===== src/rtl/uart_frame_pkg.sv =====
// Shared state/error encodings and defaults for the uart_frame_rx command-packet receiver.
package uart_frame_pkg;

    typedef enum logic [2:0] {
        HUNT,
        OPCODE,
        LEN,
        PAYLOAD,
        CSUM,
        EMIT
    } state_t;

    typedef enum logic [1:0] {
        ERR_NONE    = 2'b00,
        ERR_LEN     = 2'b01,
        ERR_CSUM    = 2'b10,
        ERR_TIMEOUT = 2'b11
    } err_code_t;

    localparam logic [7:0] SOF_DEFAULT = 8'hA5;

endpackage


===== src/rtl/uart_frame_rx_if.sv =====
// Byte stream in from the uart receiver and tagged payload stream out to the host command logic.
interface uart_frame_rx_if;

    logic [7:0] in_data;
    logic       in_valid;
    logic       in_ready;

    logic [7:0] out_data;
    logic [7:0] out_opcode;
    logic [7:0] out_len;
    logic       out_last;
    logic       out_valid;
    logic       out_ready;

    modport master (
        output in_data, in_valid, out_ready,
        input  in_ready, out_data, out_opcode, out_len, out_last, out_valid
    );

    modport slave (
        input  in_data, in_valid, out_ready,
        output in_ready, out_data, out_opcode, out_len, out_last, out_valid
    );

endinterface


===== src/rtl/uart_frame_buf.sv =====
// Payload buffer: one synchronous write port, one combinational read port.
module uart_frame_buf #(
    parameter int DEPTH  = 64,
    parameter int ADDR_W = 6
) (
    input  logic              clk,
    input  logic              wr_en,
    input  logic [ADDR_W-1:0] wr_addr,
    input  logic [7:0]        wr_data,
    input  logic [ADDR_W-1:0] rd_addr,
    output logic [7:0]        rd_data
);

    logic [7:0] mem [DEPTH];

    always_ff @(posedge clk) begin
        if (wr_en && (int'(wr_addr) < DEPTH)) begin
            mem[wr_addr] <= wr_data;
        end
    end

    // Combinational read lets the first beat appear the cycle after the checksum byte.
    assign rd_data = (int'(rd_addr) < DEPTH) ? mem[rd_addr] : 8'h00;

endmodule


===== src/rtl/uart_frame_rx.sv =====
// Frame hunter/validator behind the uart receiver; replays only good frames downstream.
// Optional inter-byte timeout is enabled by defining UART_FRAME_TIMEOUT_EN.
module uart_frame_rx
    import uart_frame_pkg::*;
#(
    parameter int         MAX_PAYLOAD    = 64,
    parameter logic [7:0] SOF            = SOF_DEFAULT,
    parameter int         TIMEOUT_CYCLES = 12000
) (
    input  logic          clk,
    input  logic          reset,
    uart_frame_rx_if.slave bus,
    output logic          err,
    output logic [1:0]    err_code,
    output logic [7:0]    err_count
);

    localparam int         IDX_W   = $clog2(MAX_PAYLOAD + 1);
    localparam int         BUF_W   = (MAX_PAYLOAD > 1) ? $clog2(MAX_PAYLOAD) : 1;
    localparam logic [7:0] MAX_LEN = 8'(MAX_PAYLOAD);

    state_t          state;
    logic [IDX_W-1:0] idx;
    logic [7:0]      sum;
    logic [7:0]      frame_opcode;
    logic [7:0]      frame_len;

    logic            in_ready_q;
    logic            out_valid_q;
    logic            out_last_q;
    logic [7:0]      out_data_q;
    logic [7:0]      out_opcode_q;
    logic [7:0]      out_len_q;
    err_code_t       err_code_q;

    logic            accept;
    logic            wr_en;
    logic [BUF_W-1:0] wr_addr;
    logic [BUF_W-1:0] rd_addr;
    logic [7:0]      rd_data;
    logic            tmo_hit;
    logic            fail;
    err_code_t       fail_code;

    function automatic logic [7:0] add8(input logic [7:0] a, input logic [7:0] b);
        return a + b;
    endfunction

    function automatic logic [7:0] sat_inc8(input logic [7:0] v);
        return (v == 8'hFF) ? v : v + 8'd1;
    endfunction

    assign accept  = bus.in_valid && in_ready_q;
    assign wr_en   = accept && (state == PAYLOAD);
    assign wr_addr = BUF_W'(idx);
    // During EMIT the read port looks one beat ahead so the next beat is ready on transfer.
    assign rd_addr = (state == EMIT) ? BUF_W'(idx + 1'b1) : '0;

    uart_frame_buf #(
        .DEPTH  (MAX_PAYLOAD),
        .ADDR_W (BUF_W)
    ) u_buf (
        .clk     (clk),
        .wr_en   (wr_en),
        .wr_addr (wr_addr),
        .wr_data (bus.in_data),
        .rd_addr (rd_addr),
        .rd_data (rd_data)
    );

`ifdef UART_FRAME_TIMEOUT_EN
    localparam int TMO_W = $clog2(TIMEOUT_CYCLES + 1);

    logic [TMO_W-1:0] tmo_cnt;
    logic             in_frame;

    assign in_frame = (state != HUNT) && (state != EMIT);

    always_ff @(posedge clk) begin
        if (!reset || !in_frame || accept) begin
            tmo_cnt <= '0;
        end else begin
            tmo_cnt <= tmo_cnt + 1'b1;
        end
    end

    assign tmo_hit = in_frame && !accept && (tmo_cnt == TMO_W'(TIMEOUT_CYCLES - 1));
`else
    assign tmo_hit = 1'b0;
`endif

    always_comb begin
        fail      = 1'b0;
        fail_code = ERR_NONE;
        if (accept && (state == LEN) && (bus.in_data > MAX_LEN)) begin
            fail      = 1'b1;
            fail_code = ERR_LEN;
        end else if (accept && (state == CSUM) && (add8(sum, bus.in_data) != 8'h00)) begin
            fail      = 1'b1;
            fail_code = ERR_CSUM;
        end else if (tmo_hit) begin
            fail      = 1'b1;
            fail_code = ERR_TIMEOUT;
        end
    end

    always_ff @(posedge clk) begin
        if (!reset) begin
            state        <= HUNT;
            idx          <= '0;
            in_ready_q   <= 1'b0;
            out_valid_q  <= 1'b0;
            out_data_q   <= 8'h00;
            out_opcode_q <= 8'h00;
            out_len_q    <= 8'h00;
            out_last_q   <= 1'b0;
            err          <= 1'b0;
            err_code_q   <= ERR_NONE;
            err_count    <= 8'h00;
        end else begin
            err <= 1'b0;
            unique case (state)
                HUNT: begin
                    in_ready_q <= 1'b1;
                    if (accept && (bus.in_data == SOF)) state <= OPCODE;
                end
                OPCODE: begin
                    if (accept) begin
                        frame_opcode <= bus.in_data;
                        sum          <= bus.in_data;
                        state        <= LEN;
                    end
                end
                LEN: begin
                    if (accept) begin
                        frame_len <= bus.in_data;
                        sum       <= add8(sum, bus.in_data);
                        idx       <= '0;
                        state     <= (bus.in_data == 8'h00) ? CSUM : PAYLOAD;
                    end
                end
                PAYLOAD: begin
                    if (accept) begin
                        sum <= add8(sum, bus.in_data);
                        idx <= idx + 1'b1;
                        if (8'(idx) == frame_len - 8'd1) state <= CSUM;
                    end
                end
                CSUM: begin
                    if (accept && !fail) begin
                        state        <= EMIT;
                        in_ready_q   <= 1'b0;
                        idx          <= '0;
                        out_valid_q  <= 1'b1;
                        out_opcode_q <= frame_opcode;
                        out_len_q    <= frame_len;
                        out_data_q   <= (frame_len == 8'h00) ? 8'h00 : rd_data;
                        out_last_q   <= (frame_len <= 8'd1);
                    end
                end
                EMIT: begin
                    if (bus.out_ready) begin
                        if (out_last_q) begin
                            out_valid_q <= 1'b0;
                            out_last_q  <= 1'b0;
                            in_ready_q  <= 1'b1;
                            state       <= HUNT;
                        end else begin
                            idx        <= idx + 1'b1;
                            out_data_q <= rd_data;
                            out_last_q <= (8'(idx) + 8'd2 == frame_len);
                        end
                    end
                end
                default: state <= HUNT;
            endcase

            // A discarded frame overrides whatever the state decode chose.
            if (fail) begin
                state      <= HUNT;
                err        <= 1'b1;
                err_code_q <= fail_code;
                err_count  <= sat_inc8(err_count);
            end
        end
    end

    assign bus.in_ready   = in_ready_q;
    assign bus.out_valid  = out_valid_q;
    assign bus.out_data   = out_data_q;
    assign bus.out_opcode = out_opcode_q;
    assign bus.out_len    = out_len_q;
    assign bus.out_last   = out_last_q;
    assign err_code       = err_code_q;

endmodule

===== src/flat_wrapper.sv =====
// flat-port wrapper written by rule: the top's interface ports become plain ports
module uart_frame_rx_flat import uart_frame_pkg::*;
#(
    parameter int         MAX_PAYLOAD    = 64,
    parameter logic [7:0] SOF            = SOF_DEFAULT,
    parameter int         TIMEOUT_CYCLES = 12000
)
  (clk, reset, err, err_code, err_count, bus_in_data, bus_in_valid, bus_out_ready, bus_in_ready, bus_out_data, bus_out_opcode, bus_out_len, bus_out_last, bus_out_valid);
  uart_frame_rx_if bus_i ();
  input  logic clk;
  input  logic reset;
  output logic err;
  output logic [1:0] err_code;
  output logic [7:0] err_count;
  input wire logic [$bits(bus_i.in_data)-1:0] bus_in_data;
  input wire logic [$bits(bus_i.in_valid)-1:0] bus_in_valid;
  input wire logic [$bits(bus_i.out_ready)-1:0] bus_out_ready;
  output wire logic [$bits(bus_i.in_ready)-1:0] bus_in_ready;
  output wire logic [$bits(bus_i.out_data)-1:0] bus_out_data;
  output wire logic [$bits(bus_i.out_opcode)-1:0] bus_out_opcode;
  output wire logic [$bits(bus_i.out_len)-1:0] bus_out_len;
  output wire logic [$bits(bus_i.out_last)-1:0] bus_out_last;
  output wire logic [$bits(bus_i.out_valid)-1:0] bus_out_valid;
  assign bus_i.in_data = bus_in_data;
  assign bus_i.in_valid = bus_in_valid;
  assign bus_i.out_ready = bus_out_ready;
  assign bus_in_ready = bus_i.in_ready;
  assign bus_out_data = bus_i.out_data;
  assign bus_out_opcode = bus_i.out_opcode;
  assign bus_out_len = bus_i.out_len;
  assign bus_out_last = bus_i.out_last;
  assign bus_out_valid = bus_i.out_valid;
  uart_frame_rx #(.MAX_PAYLOAD(MAX_PAYLOAD), .SOF(SOF), .TIMEOUT_CYCLES(TIMEOUT_CYCLES)) u_core (.clk(clk), .reset(reset), .bus(bus_i), .err(err), .err_code(err_code), .err_count(err_count));
endmodule

===== config.mk =====
export PLATFORM = sky130hd
export DESIGN_NAME = uart_frame_rx_flat
export DESIGN_NICKNAME = d
export VERILOG_FILES = /design/src/rtl/uart_frame_pkg.sv /design/src/rtl/uart_frame_rx_if.sv /design/src/rtl/uart_frame_buf.sv /design/src/rtl/uart_frame_rx.sv /design/src/flat_wrapper.sv
export SDC_FILE = /design/constraint.sdc
export NUM_CORES = 1
export LEC_CHECK = 0
export ABC_AREA = 0
export CORE_ASPECT_RATIO = 2
export CORE_UTILIZATION = 25
export DETAILED_ROUTE_END_ITERATION = 8
export DONT_BUFFER_PORTS = 1
export GPL_TIMING_DRIVEN = 1
export SLEW_MARGIN = 10
export SYNTH_ARGS = -nofsm -noshare
export SYNTH_HDL_FRONTEND = slang
export SYNTH_SLANG_ARGS = --single-unit

===== constraint.sdc =====
create_clock -name clk -period 3.2 [get_ports clk]
set_input_delay 0.64 -clock clk [delete_from_list [all_inputs] [get_ports clk]]
set_output_delay 0.64 -clock clk [all_outputs]
set_load 0.02 [all_outputs]

[Word-level counts from Yosys, hierarchy flattened]
Memory sizes are Yosys's and may differ from the RTL's.
Cells that the tools add are included.
Storage, ports and cells
  flip-flop bits (word level): 72
  memory bits (writable): 512
  input bits: 12
  output and inout bits: 38
  logic and storage cells: 117
  memories kept: 1
Cells by class
  add/subtract/negate cells: 5
  $lt $le $gt $ge: 2
  equal/unequal tests: 19
  mux-type cells: 44
  bitwise gates (word level): 2
  reduce and logical (&&, ||, !) cells: 30
Memories
  u_core.u_buf.mem: depth 64, width 8, read ports 1, clocked after Yosys merged registers in 0, wr ports 1, RTL line uart_frame_buf.sv:14  | logic [7:0] mem [DEPTH];
Operators with widths (number)
  2-to-1 mux 8 bit: 6
  2-to-1 mux 7 bit: 5
  case mux 8 bit (2 select lines): 2
  case mux 7 bit (4 select lines): 1
  2-to-1 mux 3 bit: 9
  case mux 3 bit (6 select lines): 1
  equality test 8 bit (second input constant): 2
  logical NOT 8 bit: 2
  AND reduction 4 bit: 4
  2-to-1 mux 1 bit: 14
  inequality test 2 x 1 -> 1 bit (second input constant): 6
  AND reduction 3 bit: 3
  adder 7 x 2 -> 8 bit (second input constant): 1
  adder 8 x 1 -> 8 bit (second input constant): 1
  adder 8 bit: 1
  equality test 7 x 8 -> 1 bit: 1
  equality test 8 bit: 1
  greater-than comparator 8 x 7 -> 1 bit (second input constant): 1
  <= comparator 8 x 1 -> 1 bit (second input constant): 1
  logical AND 1 bit: 8
  inequality test 2 bit (second input constant): 4
  AND reduction 8 bit: 1
  nonzero test 8 bit: 1
  subtractor 8 x 1 -> 8 bit (second input constant): 1
  17 further kinds: 25

[Longest topological paths before layout]
  depth in word-level cells: 9
  mapped depth: 12
  gate-level depth less buffers: 10

[Hierarchy]
Synthesis repeated with hierarchy kept, for this count alone.
Unflattened totals
  cells, all modules: 1338
  area total of the unflattened synthesis: 23801.6 um^2
Modules (own cells, without submodules)
  uart_frame_buf: instances 1, cells each 932, area each 20006.7 um^2, sequential area each 15374.7 um^2
  uart_frame_rx: instances 1, cells each 406, area each 3794.9 um^2, sequential area each 1681.6 um^2

[Worst setup path after synthesis]
OpenSTA, ideal clock, no wires.
  path type: input to register
  from: input bus_in_data[0]
  to: register u_core.out_len_q[2], in the netlist u_core.bus.out_len[2]
  library setup time: 0.128 ns
  arrival: 3.305 ns
  data required time: 3.072 ns
  path slack: -0.232 ns
  stages on the path: 11
  buffers on the path: 2
  cell sequence: ha_1 fa_1 a211oi_1 nor2_1 xor2_1 or4b_1 or4b_1 buf_2 buf_2 mux2i_1 nor2_1
On the way
  cells in the longest elaborated chain, start to end: 8
  elaborated cells between the ends (all ways): 10
  classes of those cells: add/sub: 1; order compare: 1; mux: 2; reduce/logical: 6
RTL lines
  from (decl): RTL line flat_wrapper.sv:15  | input wire logic [$bits(bus_i.in_data)-1:0] bus_in_data;
  adder 8 bit: RTL line uart_frame_rx.sv:46  | return a + b;
  nonzero test 8 bit: RTL line uart_frame_rx.sv:98  | end else if (accept && (state == CSUM) && (add8(sum, bus.in_data) != 8'h00)) begin
  logical AND 1 bit: RTL line uart_frame_rx.sv:98
  2-to-1 mux 1 bit: RTL line uart_frame_rx.sv:98
  2-to-1 mux 1 bit (*): RTL line uart_frame_rx.sv:95  | if (accept && (state == LEN) && (bus.in_data > MAX_LEN)) begin
  logical NOT 1 bit (*): RTL line uart_frame_rx.sv:150  | if (accept && !fail) begin
  logical AND 1 bit (*): RTL line uart_frame_rx.sv:150
  AND reduction 2 bit (no line) (*)
  to (signal assigned): RTL line uart_frame_rx.sv:156  | out_len_q <= frame_len;
  to (decl): RTL line uart_frame_rx.sv:33  | logic [7:0] out_len_q;
Mark *: on every way between the ends. The rest lies on a longest branch, timed or not.
A chain may end at the register's enable or synchronous reset.

[Final worst setup path]
  from: register u_core.sum[0]
  to: register u_core.out_opcode_q[5], in the netlist u_core.bus.out_opcode[5]
On the way
  cells in the longest elaborated chain, start to end: 8
RTL lines
  from (decl): RTL line uart_frame_rx.sv:24  | logic [7:0] sum;
  from (signal assigned): RTL line uart_frame_rx.sv:130  | sum <= bus.in_data;
  from (signal assigned): RTL line uart_frame_rx.sv:137  | sum <= add8(sum, bus.in_data);
  from (signal assigned): RTL line uart_frame_rx.sv:144  | sum <= add8(sum, bus.in_data);
  adder 8 bit: RTL line uart_frame_rx.sv:46
  nonzero test 8 bit: RTL line uart_frame_rx.sv:98
  logical AND 1 bit: RTL line uart_frame_rx.sv:98
  2-to-1 mux 1 bit: RTL line uart_frame_rx.sv:98
  2-to-1 mux 1 bit: RTL line uart_frame_rx.sv:95
  logical NOT 1 bit: RTL line uart_frame_rx.sv:150
  logical AND 1 bit: RTL line uart_frame_rx.sv:150
  AND reduction 2 bit (no line)
  to (signal assigned): RTL line uart_frame_rx.sv:155  | out_opcode_q <= frame_opcode;
  to (decl): RTL line uart_frame_rx.sv:32  | logic [7:0] out_opcode_q;
No other way between the ends.

==> results by stage <==
Route:
- After detailed routing, the average wire length per cell comes to 23.3 µm.
- The via count of the routed design is 15700.
- The pre-antenna-repair detailed-routing pass consisted of 5 iterations.
- The average vias per placed instance is 5.03.
- Summed over all nets, wire length on met3 after detailed routing comes to 3730 µm.
- In this run the top signal layer used is met4.
- For this block, the routed nets add up to 72600 µm of wire.
- The total length of routed met2 wires is 39900 µm.
- The starting DRC count in detailed routing is 1256.
- The met1 wire length is 23800 µm.
- The remaining antenna violation count is 0.
- For this run, design rule violations remaining after detail routing come to 0.

Critical path:
- The worst setup path is captured at a flop.
- The required time at the worst-slack endpoint is 3.64 ns.
- The critical path goes through ha_4 -> fa_2 -> a211oi_4 -> nor2_1 -> xor2_1 -> or4b_4 -> or4b_4 -> clkbuf_16 -> mux2i_1 -> nor2_1.
- Of all nets on the critical path, the largest fanout is 6.
- For this design, the slowest cell found on the critical path is or4b_4.
- The sum of buffers and inverters on the critical path is 1.
- The signal arrival time at the worst endpoint is 3.69 ns.
- The path type of the worst setup path is reg2reg.
- The largest stage delay on the critical path is 0.64 ns.
- STA classifies the critical path startpoint as a flop.
- The kind of cell adding the most delay to the critical path is simple AND/OR/NAND/NOR gates.

Placement:
- Summed over all nets, the half-perimeter wirelength after detailed placement is 48600 µm.
- Port buffering added 0 buffers.
- The final weighted congestion of routability-driven global placement is 0.900.

Power and ir drop:
- Internal power comes to 0.0114 W.
- The power density relative to cell area is 494 nW/µm².
- The net switching power is 0.00283 W.
- The switching share of total power is 0.198.
- The sequential share of power is 0.582.
- VDD sags by at most 0.000357 V.
- Summing internal, switching and leakage power gives 0.0143 W.
- The leakage power of the design is 9.29 nW.
- The clock share of power is 0.411.
- The share of total power dissipated in combinational logic is 0.007.

Clock tree:
- Buffers inserted during clock tree synthesis total 46.
- The total of hold buffers inserted after clock tree synthesis is 0.
- In this run the number of H-tree levels came out at 2.
- The clock tree from TritonCTS is done.
- The cell chosen for the clock root is clkbuf_16.
- The TritonCTS sink count is 584.
- The clock transition at the registers of the reported paths is 0.08 ns.
- The longest clock path from root to sink contains 3 buffers.
- The later pin in the worst-skew pair is clocked with a latency of 0.60 ns.

Die:
- The number of top-level pins is 50.
- The floorplan die height is 443 µm.
- The initial cell density of the core is 0.253.
- The die is 223 µm wide.
- The area of the core is 96300 µm².
- The floorplan step defined a die boundary enclosing 98600 µm².
- The initialized floorplan defines 161 standard-cell rows.

STA:
- Setup repair after global routing could not meet its margin everywhere.
- The total count of hold-check failures in the final report is 0.
- For the final database, setup skew stands at 0.0292 ns.
- The max-slew violation count is 0.
- The count of endpoints failing setup in the final report is 26.
- Headroom to the max-slew limit came out at 0.226.
- Derived from the worst setup path, the maximum achievable clock frequency is 0.307 GHz.
- Setup slack on the critical path of the routed design comes to -0.0538 ns.
- The ratio of final minimum period to clock period is 1.02.
- The clock period minus final worst setup slack is 3.25 ns.
- The measured slew at the worst slew-check pin is 1.15 ns.
- The worst hold slack is 0.153 ns.

Global routing:
- The global router's overall resource usage is 0.145.
- The via count of the first global-routing pass is 16300.
- The initial antenna violation count is 1.
- Entering global routing, the biggest net connects 72 pins.
- The aggregate global routing overflow is 0.
- The wire length of the first global-routing pass is 107000 µm.

Layout:
- In the final layout, the share of cells above drive strength 1 is 0.191.
- The count of filler cells inserted in the layout is 9554.
- The count of nets after finishing is 1893.
- The growth of design area from synthesis to finish is 18.7%.

Logic synthesis:
- The mapped netlist covers 24300 µm².
- The net count after synthesis is 1772.
- The register area share after synthesis is 0.701.
- The yosys synthesis warning count is 0.
- The cell taking the most area after synthesis is edfxtp_1.
- Ranked by total cell area, the synthesized netlist is headed by edfxtp_1 66%, dfxtp_1 4.0%, nand2_1 2.7%, mux2i_1 2.5%, mux4_2 2.5%.
- The number of different library cells in the post-synthesis netlist is 76.
- edfxtp_1 is the most common cell in the netlist.
- Counting flops with an async set or reset pin after synthesis yields a share of 0.
- The share of synthesized area in the top cell type comes to 0.662.
- The predominant post-synthesis flop cell is edfxtp_1.
- The cell count after synthesis came out at 1743.
- Dividing the synthesized area by the synthesized cell count gives 13.9 µm².
- Counting flops with a built-in enable in the synthesized netlist gives 536.
- Counting flops and latches in the post-synthesis netlist gives 584.
- After synthesis, the most frequently instantiated cells are 536 x edfxtp_1, 172 x nand2_1, 155 x nor2_1, 76 x clkbuf_1, 65 x nand3_1.

Outcome:
- The final reports fail on negative setup slack.
- The run finished, with violations left.

Worst hold path:
- The tightest min-delay check is of the in2reg type.

Job:
- The tool flagged a number of max-cap violations equal to 0.
[layout by cell type (no fill, tap or decap), types with 13 or more instances in the layout]
cell type,Yosys,layout
a21oi_1,62,54
a31oi_1,21,20
and3_1,16,16
buf_12,0,17
buf_4,0,162
clkbuf_16,0,48
dfxtp_1,48,47
edfxtp_1,536,536
inv_1,15,14
mux2i_1,61,60
mux4_2,27,27
nand2_1,172,172
nand3_1,65,65
nor2_1,155,152
nor3_1,41,40
o211ai_1,20,20
o21ai_0,62,59
o221ai_1,42,42
o22ai_1,21,20
or3_1,22,22
xnor2_1,16,14
xor2_1,15,13
[registers in the layout, indices dropped and copies added (netlist names), 3 cells and up]
signal                 flops
u_core.sum                 8
u_core.frame_len           8
u_core.bus.out_data        8
u_core.bus.out_opcode      8
u_core.frame_opcode        8
u_core.err_count           8
u_core.u_buf.mem         512
u_core.bus.out_len         8
u_core.state               3
u_core.idx                 7
[kinds of logic after synthesis]
group	count (synthesis)	synth area share
compound gates	339	0.0966
xor+xnor	31	0.0112
fa+ha+maj	17	0.00906
buf+inv	131	0.0231
flops	584	0.701
mux	100	0.0557
simple gates	541	0.103
[per-stage QoR]
stage               utilization  TNS, ns  instances  setup slack, ns  instance area (µm²)
global placement          0.281   -11.72       3029           -0.369                27000
CTS                       0.297   -0.401       3116          -0.0427                28600
finish                    0.300   -0.643       3124          -0.0538                28900
detailed placement        0.281   -14.73       3029           -0.426                27000
floorplan                     -   -0.118       1743          -0.0377                24400
global route              0.300    -3.60       3124           -0.147                28900
[final timing paths]
kind,cells past startpoint,endpoint,startpoint,slack (ns)
worst max-delay path,10,u_core.bus.out_opcode[5]$_SDFFE_PN0P_,u_core.sum[0]$_DFFE_PP_,-0.05
worst min-delay path,0,u_core.u_buf.mem[37][2]$_DFFE_PP_,bus_in_data[2],0.15
worst max register to register,10,u_core.bus.out_opcode[5]$_SDFFE_PN0P_,u_core.sum[0]$_DFFE_PP_,-0.05
worst min register to register,2,u_core.bus.out_opcode[3]$_SDFFE_PN0P_,u_core.frame_opcode[3]$_DFFE_PP_,0.49
[per-layer routing]
metal,up-vias,track usage
li1,6986,-
met1,7924,0.141
met2,591,0.276
met3,201,0.0212
met4,0,0.101
met5,-,0
[timing repair]
item                       CTS  global route
pin swaps                    3            18
setup endpoints to repair   34            42
gates cloned                 0             5
resized for setup           14            32
buffers inserted             2             3
[power by group through the flow]
| stage | clock [W] | sequential (W) | combinational [W] |
|---|---|---|---|
| after floorplan | 0 | 0.00849 | 0.0000502 |
| after global routing | 0.00620 | 0.00830 | 0.000101 |
| after CTS | 0.00596 | 0.00831 | 0.0000841 |
| final | 0.00587 | 0.00831 | 0.0000929 |
| after detailed placement | 0 | 0.00848 | 0.0000770 |
| after global placement | 0 | 0.00848 | 0.0000737 |
[cell type report]
| class | count | area [µm²] | area share |
|---|---|---|---|
| multi-input cells | 1029 | 7040 | 0.244 |
| well taps | 1222 | 1530 | 0.0530 |
| clock buffers | 53 | 1180 | 0.0408 |
| repair buffers | 186 | 1660 | 0.0574 |
| flip-flops and latches | 584 | 17100 | 0.591 |
| clock inverters | 32 | 328 | 0.0114 |
| diodes | 1 | 2.50 | 0.0000867 |
| inverters | 17 | 63.8 | 0.00221 |
Power figures use the tool's default switching activity.
